$ cat src/rtl/avmm_req_arbiter.sv
// ---------------------------------------------------------------------------
// avmm_req_arbiter
//
// Shares one Avalon-MM configuration master port between NUM_REQ requesters
// (e.g. DV config driver, link-training sequencer, calibration engine) using
// round-robin arbitration with a single transaction in flight. Read data is
// routed back only to the requester that issued the read.
//
// Optional feature macro: AVMM_ARB_TIMEOUT_EN
//   When defined, a read left unanswered for TIMEOUT_CYCLES cycles in RDWAIT
//   is completed locally with all-ones data and timeout_err is set (sticky).
//   When undefined, RDWAIT waits indefinitely and timeout_err is tied low.
//
// Ports:
//   clk, rst          clock, synchronous active-high reset
//   s_address         NUM_REQ x 17-bit requester addresses ([i*17 +: 17])
//   s_read/s_write    per-requester read / write strobes
//   s_writedata       NUM_REQ x AVMM_WIDTH write data
//   s_byteenable      NUM_REQ x BYTE_WIDTH byte enables
//   s_waitrequest     per-requester waitrequest (low only for the owner in CMD)
//   s_readdata        shared read data (copy of m_readdata)
//   s_readdatavalid   per-requester read data valid
//   m_*               single Avalon-MM master port towards the CSR target
//   grant             one-hot current owner, 0 when idle
//   timeout_err       sticky read-timeout flag
// ---------------------------------------------------------------------------
module avmm_req_arbiter #(
    parameter int NUM_REQ        = 2,
    parameter int AVMM_WIDTH     = 32,
    parameter int BYTE_WIDTH     = 4,
    parameter int TIMEOUT_CYCLES = 1024
) (
    input  logic                            clk,
    input  logic                            rst,
    input  logic [NUM_REQ*17-1:0]           s_address,
    input  logic [NUM_REQ-1:0]              s_read,
    input  logic [NUM_REQ-1:0]              s_write,
    input  logic [NUM_REQ*AVMM_WIDTH-1:0]   s_writedata,
    input  logic [NUM_REQ*BYTE_WIDTH-1:0]   s_byteenable,
    output logic [NUM_REQ-1:0]              s_waitrequest,
    output logic [AVMM_WIDTH-1:0]           s_readdata,
    output logic [NUM_REQ-1:0]              s_readdatavalid,
    output logic [16:0]                     m_address,
    output logic                            m_read,
    output logic                            m_write,
    output logic [AVMM_WIDTH-1:0]           m_writedata,
    output logic [BYTE_WIDTH-1:0]           m_byteenable,
    input  logic [AVMM_WIDTH-1:0]           m_readdata,
    input  logic                            m_readdatavalid,
    input  logic                            m_waitrequest,
    output logic [NUM_REQ-1:0]              grant,
    output logic                            timeout_err
);

    localparam int PTR_W = (NUM_REQ > 1) ? $clog2(NUM_REQ) : 1;

    if (NUM_REQ < 2 || NUM_REQ > 8 || TIMEOUT_CYCLES < 2) begin : g_param_check
        $error("avmm_req_arbiter: NUM_REQ must be 2..8 and TIMEOUT_CYCLES >= 2");
    end

    typedef enum logic [1:0] {IDLE, CMD, RDWAIT} state_t;

    state_t               state_reg, state_next;
    logic [PTR_W-1:0]     rr_ptr_reg, rr_ptr_next;
    logic [PTR_W-1:0]     gidx_reg, gidx_next;
    logic [NUM_REQ-1:0]   grant_reg, grant_next;

    logic [NUM_REQ-1:0]   pending;
    logic [16:0]          addr_m  [NUM_REQ];
    logic [AVMM_WIDTH-1:0] wdata_m [NUM_REQ];
    logic [BYTE_WIDTH-1:0] be_m    [NUM_REQ];
    logic [16:0]          g_addr;
    logic [AVMM_WIDTH-1:0] g_wdata;
    logic [BYTE_WIDTH-1:0] g_be;
    logic                 g_rd, g_wr;
    logic                 sel_found;
    logic [PTR_W-1:0]     sel_idx;
    logic                 accept;
    logic                 timeout_hit;

    // Per-requester fields masked by grant; OR-reducing them gives the owner's
    // signals, and all zeros when nobody owns the port.
    for (genvar gi = 0; gi < NUM_REQ; gi++) begin : g_req
        assign pending[gi] = s_read[gi] | s_write[gi];
        assign addr_m[gi]  = grant_reg[gi] ? s_address[gi*17 +: 17] : '0;
        assign wdata_m[gi] = grant_reg[gi] ? s_writedata[gi*AVMM_WIDTH +: AVMM_WIDTH] : '0;
        assign be_m[gi]    = grant_reg[gi] ? s_byteenable[gi*BYTE_WIDTH +: BYTE_WIDTH] : '0;
    end

    always_comb begin
        g_addr  = '0;
        g_wdata = '0;
        g_be    = '0;
        for (int i = 0; i < NUM_REQ; i++) begin
            g_addr  = g_addr | addr_m[i];
            g_wdata = g_wdata | wdata_m[i];
            g_be    = g_be | be_m[i];
        end
    end

    assign g_rd = |(grant_reg & s_read);
    assign g_wr = |(grant_reg & s_write);

    assign m_address    = g_addr;
    assign m_writedata  = g_wdata;
    assign m_byteenable = g_be;
    // Simultaneous read+write from the owner is issued as a write only.
    assign m_write      = (state_reg == CMD) & g_wr;
    assign m_read       = (state_reg == CMD) & g_rd & ~g_wr;
    assign accept       = (state_reg == CMD) & ~m_waitrequest & (m_read | m_write);
    assign grant        = grant_reg;

    // Round-robin search starting at rr_ptr.
    always_comb begin
        sel_found = 1'b0;
        sel_idx   = '0;
        for (int k = 0; k < NUM_REQ; k++) begin
            logic [PTR_W-1:0] cand;
            cand = PTR_W'((int'(rr_ptr_reg) + k) % NUM_REQ);
            if (!sel_found && pending[cand]) begin
                sel_found = 1'b1;
                sel_idx   = cand;
            end
        end
    end

    always_ff @(posedge clk) begin
        if (rst) begin
            state_reg  <= IDLE;
            rr_ptr_reg <= '0;
            gidx_reg   <= '0;
            grant_reg  <= '0;
        end else begin
            state_reg  <= state_next;
            rr_ptr_reg <= rr_ptr_next;
            gidx_reg   <= gidx_next;
            grant_reg  <= grant_next;
        end
    end

    always_comb begin
        state_next  = state_reg;
        rr_ptr_next = rr_ptr_reg;
        gidx_next   = gidx_reg;
        grant_next  = grant_reg;
        case (state_reg)
            IDLE: begin
                if (sel_found) begin
                    grant_next = NUM_REQ'(1) << sel_idx;
                    gidx_next  = sel_idx;
                    state_next = CMD;
                end
            end
            CMD: begin
                if (accept) begin
                    rr_ptr_next = (gidx_reg == PTR_W'(NUM_REQ - 1)) ? '0 : gidx_reg + 1'b1;
                    if (m_write) begin
                        state_next = IDLE;
                        grant_next = '0;
                    end else begin
                        state_next = RDWAIT;
                    end
                end else if (!(g_rd | g_wr)) begin
                    // Owner withdrew its request before accept: release the
                    // port without advancing the round-robin pointer.
                    state_next = IDLE;
                    grant_next = '0;
                end
            end
            RDWAIT: begin
                if (m_readdatavalid || timeout_hit) begin
                    state_next = IDLE;
                    grant_next = '0;
                end
            end
            default: begin
                state_next = IDLE;
                grant_next = '0;
            end
        endcase
    end

    always_comb begin
        s_waitrequest = '1;
        if (state_reg == CMD) begin
            s_waitrequest = ~grant_reg | {NUM_REQ{m_waitrequest}};
        end
    end

    assign s_readdatavalid = ((state_reg == RDWAIT) && (m_readdatavalid || timeout_hit))
                             ? grant_reg : '0;
    assign s_readdata      = timeout_hit ? '1 : m_readdata;

`ifdef AVMM_ARB_TIMEOUT_EN
    localparam int CNT_W = $clog2(TIMEOUT_CYCLES);

    logic [CNT_W-1:0] to_cnt_reg;
    logic             timeout_err_reg;

    // A genuine response in the final cycle takes priority over the timeout.
    assign timeout_hit = (state_reg == RDWAIT) && !m_readdatavalid &&
                         (to_cnt_reg == CNT_W'(TIMEOUT_CYCLES - 1));

    // Counter is held at zero outside RDWAIT, so it starts from 0 on entry.
    always_ff @(posedge clk) begin
        if (rst) begin
            to_cnt_reg      <= '0;
            timeout_err_reg <= 1'b0;
        end else begin
            if (state_reg != RDWAIT) begin
                to_cnt_reg <= '0;
            end else begin
                to_cnt_reg <= to_cnt_reg + 1'b1;
            end
            if (timeout_hit) begin
                timeout_err_reg <= 1'b1;
            end
        end
    end

    assign timeout_err = timeout_err_reg;
`else
    assign timeout_hit = 1'b0;
    assign timeout_err = 1'b0;
`endif

endmodule
$ cat config.mk
export PLATFORM = sky130hd
export DESIGN_NAME = avmm_req_arbiter
export DESIGN_NICKNAME = d
export VERILOG_FILES = /design/src/rtl/avmm_req_arbiter.sv
export SDC_FILE = /design/constraint.sdc
export NUM_CORES = 1
export LEC_CHECK = 0
export ABC_AREA = 1
export ABC_CLOCK_PERIOD_IN_PS = 1100
export CAP_MARGIN = 25
export CORE_AREA = 2 2 92 94
export DETAILED_ROUTE_END_ITERATION = 7
export DIE_AREA = 0 0 94 96
export PLACE_DENSITY = 0.63
export REMOVE_ABC_BUFFERS = 1
export SYNTH_ARGS = -nofsm -noshare
export SYNTH_HDL_FRONTEND = slang
export SYNTH_SLANG_ARGS = --single-unit
$ cat constraint.sdc
create_clock -name clk -period 1.1 [get_ports clk]
set_input_delay 0.11 -clock clk [delete_from_list [all_inputs] [get_ports clk]]
set_output_delay 0.11 -clock clk [all_outputs]
set_load 0.03 [all_outputs]
==> results of run 1 <==
metrics by stage:
stage,std cells,TNS (ps)
4_1_cts,416,-8560
3_5_place_dp,410,-1620
6_report,417,-8820
2_1_floorplan,120,-58580
3_3_place_gp,410,-1440
5_1_grt,417,-11530
report_power, final:
| part | switching [W] | internal, W |
|---|---|---|
| Sequential | 0.0000304 | 0.000238 |
| Clock | 0.0000967 | 0.000235 |
| Combinational | 0.00103 | 0.00113 |
| Total | 0.00116 | 0.00160 |
cells by family after synthesis:
family | after synthesis | share of synthesized area (%)
flip-flops | 6 | 10.2
other | 1 | 0.319
AND/OR/NAND/NOR | 41 | 17.0
buffers and inverters | 58 | 30.3
AO/OA/AOI/OAI | 59 | 42.2
worst max-delay path: cells and delay by family, from the launching register on:
kind | cells | cell delay [ps]
flip-flops | 1 | 360
buffers and inverters | 2 | 330
AO/OA/AOI/OAI | 1 | 240
timing repair:
action,CTS,global route
buffers inserted,3,1
hold buffers,0,0
pin swaps,7,7
setup endpoints to repair,64,66
gates resized for setup,82,12
cell usage in the layout (no fill, tap or decap):
cell	netlist	final
conb_1	1	1
nand4_4	0	1
buf_8	0	1
nand3_2	0	1
buf_6	0	57
nand3_1	5	3
o21ai_0	1	1
inv_2	3	4
nor2_2	1	2
a22o_4	0	3
a21oi_1	4	3
inv_1	10	6
clkdlybuf4s50_1	0	113
and3_1	1	1
dfxtp_4	0	2
nand3b_1	1	1
nand2_4	0	1
buf_4	33	10
a22o_1	53	50
nand2_2	2	7
buf_12	0	8
dfxtp_2	0	2
nand4_1	1	1
clkbuf_8	0	3
nand2_1	16	10
nor3_2	1	2
a21oi_4	0	1
nand3_4	0	1
inv_4	0	3
dfxtp_1	6	2
o211ai_1	1	1
nor2_1	10	6
nor2_4	1	4
synth_stat cells:
| library cell | n | share of area, % |
|---|---|---|
| a21oi_1 | 4 | 1.7 |
| a22o_1 | 53 | 39 |
| and3_1 | 1 | 0.53 |
| buf_2 | 12 | 5.1 |
| buf_4 | 33 | 21 |
| conb_1 | 1 | 0.32 |
| dfxtp_1 | 6 | 10 |
| inv_1 | 10 | 3.2 |
| inv_2 | 3 | 0.96 |
| nand2_1 | 16 | 5.1 |
| nand2_2 | 2 | 1.1 |
| nand3_1 | 5 | 2.1 |
| nand3b_1 | 1 | 0.64 |
| nand4_1 | 1 | 0.53 |
| nand4_2 | 1 | 1.1 |
| nor2_1 | 10 | 3.2 |
| nor2_2 | 1 | 0.53 |
| nor2_4 | 1 | 0.96 |
| nor3_1 | 1 | 0.42 |
| nor3_2 | 1 | 0.85 |
| o211ai_1 | 1 | 0.64 |
| o21ai_0 | 1 | 0.42 |
metal layers:
metal	part of all wire, %	vias to the layer above
met2	47	143
met4	0.077	2
met5	0.67	-
li1	-	858
met1	38	839
met3	14	4
cell type report:
cell class	count	area [um2]
Clock buffer	3	41.3
Fill cell	800	4850
Inverter	13	56.3
Multi-Input combinational cell	101	815
Sequential cell	6	130
Tap cell	105	131
Timing Repair Buffer	189	2020
final timing paths:
kind                                              end                  start  cells after the start  slack (ps)
worst max register to register  grant[1]$_SDFFE_PP0P_  grant[1]$_SDFFE_PP0P_                      9         -40
worst max-delay path                  m_writedata[16]  grant[0]$_SDFFE_PP0P_                      3        -190
worst min-delay path                    s_readdata[3]          m_readdata[3]                      0         220
worst min register to register  gidx_reg$_SDFFE_PP0P_  gidx_reg$_SDFFE_PP0P_                      2         460
==> flow_metrics.env, run 1 <==
export IMPL_cts_max_path_buffers=2
export IMPL_grt_usage_pct=14.9
export IMPL_clock_root_buffer="clkbuf_8"
export IMPL_start_kind="flop"
export IMPL_final_period_utilization_pct=117
export IMPL_fin_area_um2=3200
export IMPL_cts_buffers=3
export IMPL_hold_class="in2out"
export IMPL_clk_latency_ps=220
export IMPL_viasPerCell=4.43
export IMPL_worstPathArrival_ps=1180
export IMPL_status="finished, violations left"
export IMPL_finalSetupViolations=63
export IMPL_grtUsageMet3_pct=9.32
export IMPL_grt_pass1_vias=1774
export IMPL_initial_core_util_pct=14.6
export IMPL_setup_slack_ps=-187
export IMPL_fp_dieArea_um2=9020
export IMPL_portBuffers=174
export IMPL_drive_above_1_share_pct=36.2
export IMPL_hold_viol_final=0
export IMPL_syn_area_um2=1180
export IMPL_place_congestion=0.939
export IMPL_core_area_um2=8050
export IMPL_grt_overflow=0
export IMPL_drc=0
export IMPL_netlist_instances=165
export IMPL_ioPinCount=240
export IMPL_avgSynthCellArea_um2=7.14
export IMPL_path_clk_slew_ps=40
export IMPL_critPathRequiredTime_ps=990
export IMPL_ctsHtreeMaxLevel=1
export IMPL_worstPathCellList="buf_12 -> a22o_1 -> buf_4"
export IMPL_path_max_fanout=25
export IMPL_dr_first_iter_drc_count=52
export IMPL_slowest_delay_ps=360
export IMPL_grt_start_max_net_pins=33
export IMPL_whs_ps=220
export IMPL_dp_hpwl_um=6340
export IMPL_cts_tree="done"
export IMPL_core_rowCount=33
export IMPL_max_vdd_ir_drop_uv=804
export IMPL_drv_slew=0
export IMPL_grt_use_met1_pct=17.4
export IMPL_yosys_register_bits=6
export IMPL_dp_slack_ps=-213
export IMPL_antenna_left=0
export IMPL_seq_area_frac_synth_pct=10.2
export IMPL_crit_type="reg2out"
export IMPL_yosysUniqueCellTypes=22
export IMPL_drt_pass1_iter_count=4
export IMPL_vias=1846
export IMPL_clock_skew_ps=2.25
export IMPL_n_antenna_cell=0
export IMPL_die_y_um=96
export IMPL_cts_sinks=6
export IMPL_wl_per_cell_um=18.7
export IMPL_post_route_util_pct=39.7
export IMPL_busiest_layer="met2"
export IMPL_end_kind="primary output"
export IMPL_pwr_density_cell_nw_per_um2=864
export IMPL_p_leak_nw=1.36
export IMPL_finalPower_w=0.00276
export IMPL_area_growth_syn_to_layout_pct=172
export IMPL_cp_slowest_cell="dfxtp_4"
export IMPL_min_period_ps=1290
export IMPL_placedInstanceArea_um2=2780
export IMPL_yosysWarnings=0
export IMPL_rsz0062_at_grt="yes"
export IMPL_cap_violations=0
export IMPL_nets=460
export IMPL_die_width_um=94
export IMPL_antenna_found_initial=0
export IMPL_violations="setup timing"
export IMPL_routed_wl_um=7790
export IMPL_fmax_ghz=0.777
export IMPL_grtUsageMet2_pct=23.8
export IMPL_grt_pass1_wl_um=10000
No activity file was read; power rests on OpenSTA's default activity.
==> inputs of run 2 (changes only) <==
--- a/config.mk
+++ b/config.mk
@@ -7,7 +7,7 @@
 export LEC_CHECK = 0
 export ABC_AREA = 1
 export ABC_CLOCK_PERIOD_IN_PS = 1100
-export CAP_MARGIN = 25
+export CAP_MARGIN = 20
 export CORE_AREA = 2 2 92 94
 export DETAILED_ROUTE_END_ITERATION = 7
 export DIE_AREA = 0 0 94 96
==> results of run 2 <==
No change in the layout: final DEF, timing and power equal those of run 1.
==> inputs of run 3 (changes only) <==
--- a/config.mk
+++ b/config.mk
@@ -6,7 +6,7 @@
 export NUM_CORES = 1
 export LEC_CHECK = 0
 export ABC_AREA = 1
-export ABC_CLOCK_PERIOD_IN_PS = 1100
+export ABC_CLOCK_PERIOD_IN_PS = 1300
 export CAP_MARGIN = 20
 export CORE_AREA = 2 2 92 94
 export DETAILED_ROUTE_END_ITERATION = 7
==> constraint.sdc (replaced) <==
create_clock -name clk -period 1.3 [get_ports clk]
set_input_delay 0.13 -clock clk [delete_from_list [all_inputs] [get_ports clk]]
set_output_delay 0.13 -clock clk [all_outputs]
set_load 0.03 [all_outputs]
==> flow_metrics.env, run 3 (synthesis results as in run 1) <==
export IMPL_status="finished, violations left"
export IMPL_violations="setup timing"
export IMPL_rsz0062_at_grt="yes"
export IMPL_fin_cells=409
export IMPL_antenna_left=0
export IMPL_path_clk_slew_ps=40
export IMPL_path_max_fanout=28
export IMPL_final_common_cell="clkdlybuf4s50_1"
export IMPL_switching_share_pct=42.0
export IMPL_power_switching_w=0.000920
export IMPL_finalSetupViolations=1
export IMPL_post_route_util_pct=36.9
export IMPL_final_cell_mix="clkdlybuf4s50_1 (113), a22o_1 (51), buf_6 (34)"
export IMPL_finalPower_w=0.00219
export IMPL_end_kind="primary output"
export IMPL_ioPinCount=240
export IMPL_drc=0
export IMPL_start_kind="flop"
export IMPL_wl_per_cell_um=18.0
export IMPL_cts_buffers=3
export IMPL_p_clk_share_pct=12.6
export IMPL_drv_slew=0
export IMPL_area_growth_syn_to_layout_pct=152
export IMPL_clock_skew_ps=4.08
export IMPL_max_vdd_ir_drop_uv=422
export IMPL_cts_max_path_buffers=2
export IMPL_worstPathArrival_ps=1180
export IMPL_grt_start_max_net_pins=32
export IMPL_initial_core_util_pct=14.6
export IMPL_nets=452
export IMPL_dp_cells=403
export IMPL_cellInternalPower_w=0.00127
export IMPL_dr_first_iter_drc_count=37
export IMPL_fmax_ghz=0.763
export IMPL_die_y_um=96
export IMPL_fillers=832
export IMPL_crit_type="reg2out"
export IMPL_pwr_share_comb_pct=77.0
export IMPL_clock_root_buffer="clkbuf_8"
export IMPL_cts_tree="done"
export IMPL_grt_overflow=0
export IMPL_place_congestion=0.890
export IMPL_die_width_um=94
export IMPL_dp_hpwl_um=6210
export IMPL_grt_pass1_wl_um=8880
export IMPL_drt_pass1_iter_count=4
export IMPL_vias=1802
export IMPL_p_leak_nw=1.28
export IMPL_grt_pass1_vias=1564
export IMPL_ctsHtreeMaxLevel=1
export IMPL_clk_latency_ps=220
export IMPL_grt_usage_pct=13.3
export IMPL_cts_sinks=6
export IMPL_p_seq_share_pct=10.4
export IMPL_hold_viol_final=0
export IMPL_cap_violations=0
export IMPL_min_period_ps=1310
export IMPL_portBuffers=174
export IMPL_core_rowCount=33
export IMPL_core_area_um2=8050
export IMPL_viasPerCell=4.41
export IMPL_n_antenna_cell=0
export IMPL_antenna_found_initial=0
export IMPL_routed_wl_um=7370
export IMPL_hold_class="in2out"
export IMPL_critPathRequiredTime_ps=1170
export IMPL_setup_slack_ps=-10.2
export IMPL_fp_dieArea_um2=9020
export IMPL_final_period_utilization_pct=101
export IMPL_drive_above_1_share_pct=30.9
export IMPL_pwr_density_cell_nw_per_um2=739
-- run 3: changes by cell type in the layout (fill, tap and decap cells not counted), sizes merged --
cell | before | now
buf | 76 | 68
-- run 3: area by class of cell --
cell class / count / area (um2) / area share (%)
clock buffer: 3 / 41.3 / 1.39
inverter: 13 / 48.8 / 1.64
multi-input combinational: 101 / 741 / 24.9
sequential: 6 / 130 / 4.38
tap: 105 / 131 / 4.42
timing repair buffer: 181 / 1880 / 63.2
-- run 3: routing by layer --
metal	wire length, um	track usage [%]	vias to the layer above
met2	3330	20.4	154
li1	-	-	841
met3	1150	9.40	6
met1	2820	15.4	799
met4	21	1.45	2
met5	52	5.36	-
-- run 3: power by group through the flow --
| stage | Combinational [W] | Clock, W | Sequential [W] |
|---|---|---|---|
| 2_1_floorplan | 0.000684 | 0 | 0.000292 |
| 3_5_place_dp | 0.00156 | 0 | 0.000228 |
| 6_report | 0.00169 | 0.000277 | 0.000227 |
| 3_3_place_gp | 0.00156 | 0 | 0.000228 |
| 5_1_grt | 0.00178 | 0.000298 | 0.000230 |
| 4_1_cts | 0.00160 | 0.000287 | 0.000227 |
-- run 3: worst paths after layout --
kind / from / endpoint / cells after the start / slack [ps]
worst max-delay path: grant[0]$_SDFFE_PP0P_ / m_writedata[29] / 3 / -10
worst min-delay path: m_readdata[0] / s_readdata[0] / 0 / 260
worst max register to register: grant[1]$_SDFFE_PP0P_ / grant[1]$_SDFFE_PP0P_ / 8 / 130
worst min register to register: gidx_reg$_SDFFE_PP0P_ / gidx_reg$_SDFFE_PP0P_ / 2 / 470
-- run 3: stage by stage --
| stage | setup TNS, ps | cell area [um2] | setup slack (ps) | hold slack [ps] |
|---|---|---|---|---|
| 6_report | -10.2 | 2970 | -10.2 | 260 |
| 5_1_grt | -642 | 2970 | -45.7 | 260 |
| 4_1_cts | -26.7 | 2820 | -22.4 | 260 |
| 3_5_place_dp | -73.7 | 2720 | -59.0 | 260 |
| 3_3_place_gp | -27.6 | 2720 | -27.6 | 260 |
| 2_1_floorplan | -46600 | 870 | -1210 | 199 |
-- run 3: repair_timing --
item                       4_1_cts  5_1_grt
gates resized for setup         12       39
setup endpoints to repair       56       56
pin swaps                        2        9
buffers inserted                 1        2
hold buffers                     0        0
-- run 3: worst max-delay path, stage by stage (launching register included) --
cell and delay [ps]:
dfxtp_4 370, buf_12 170, a22o_4 270, buf_12 140
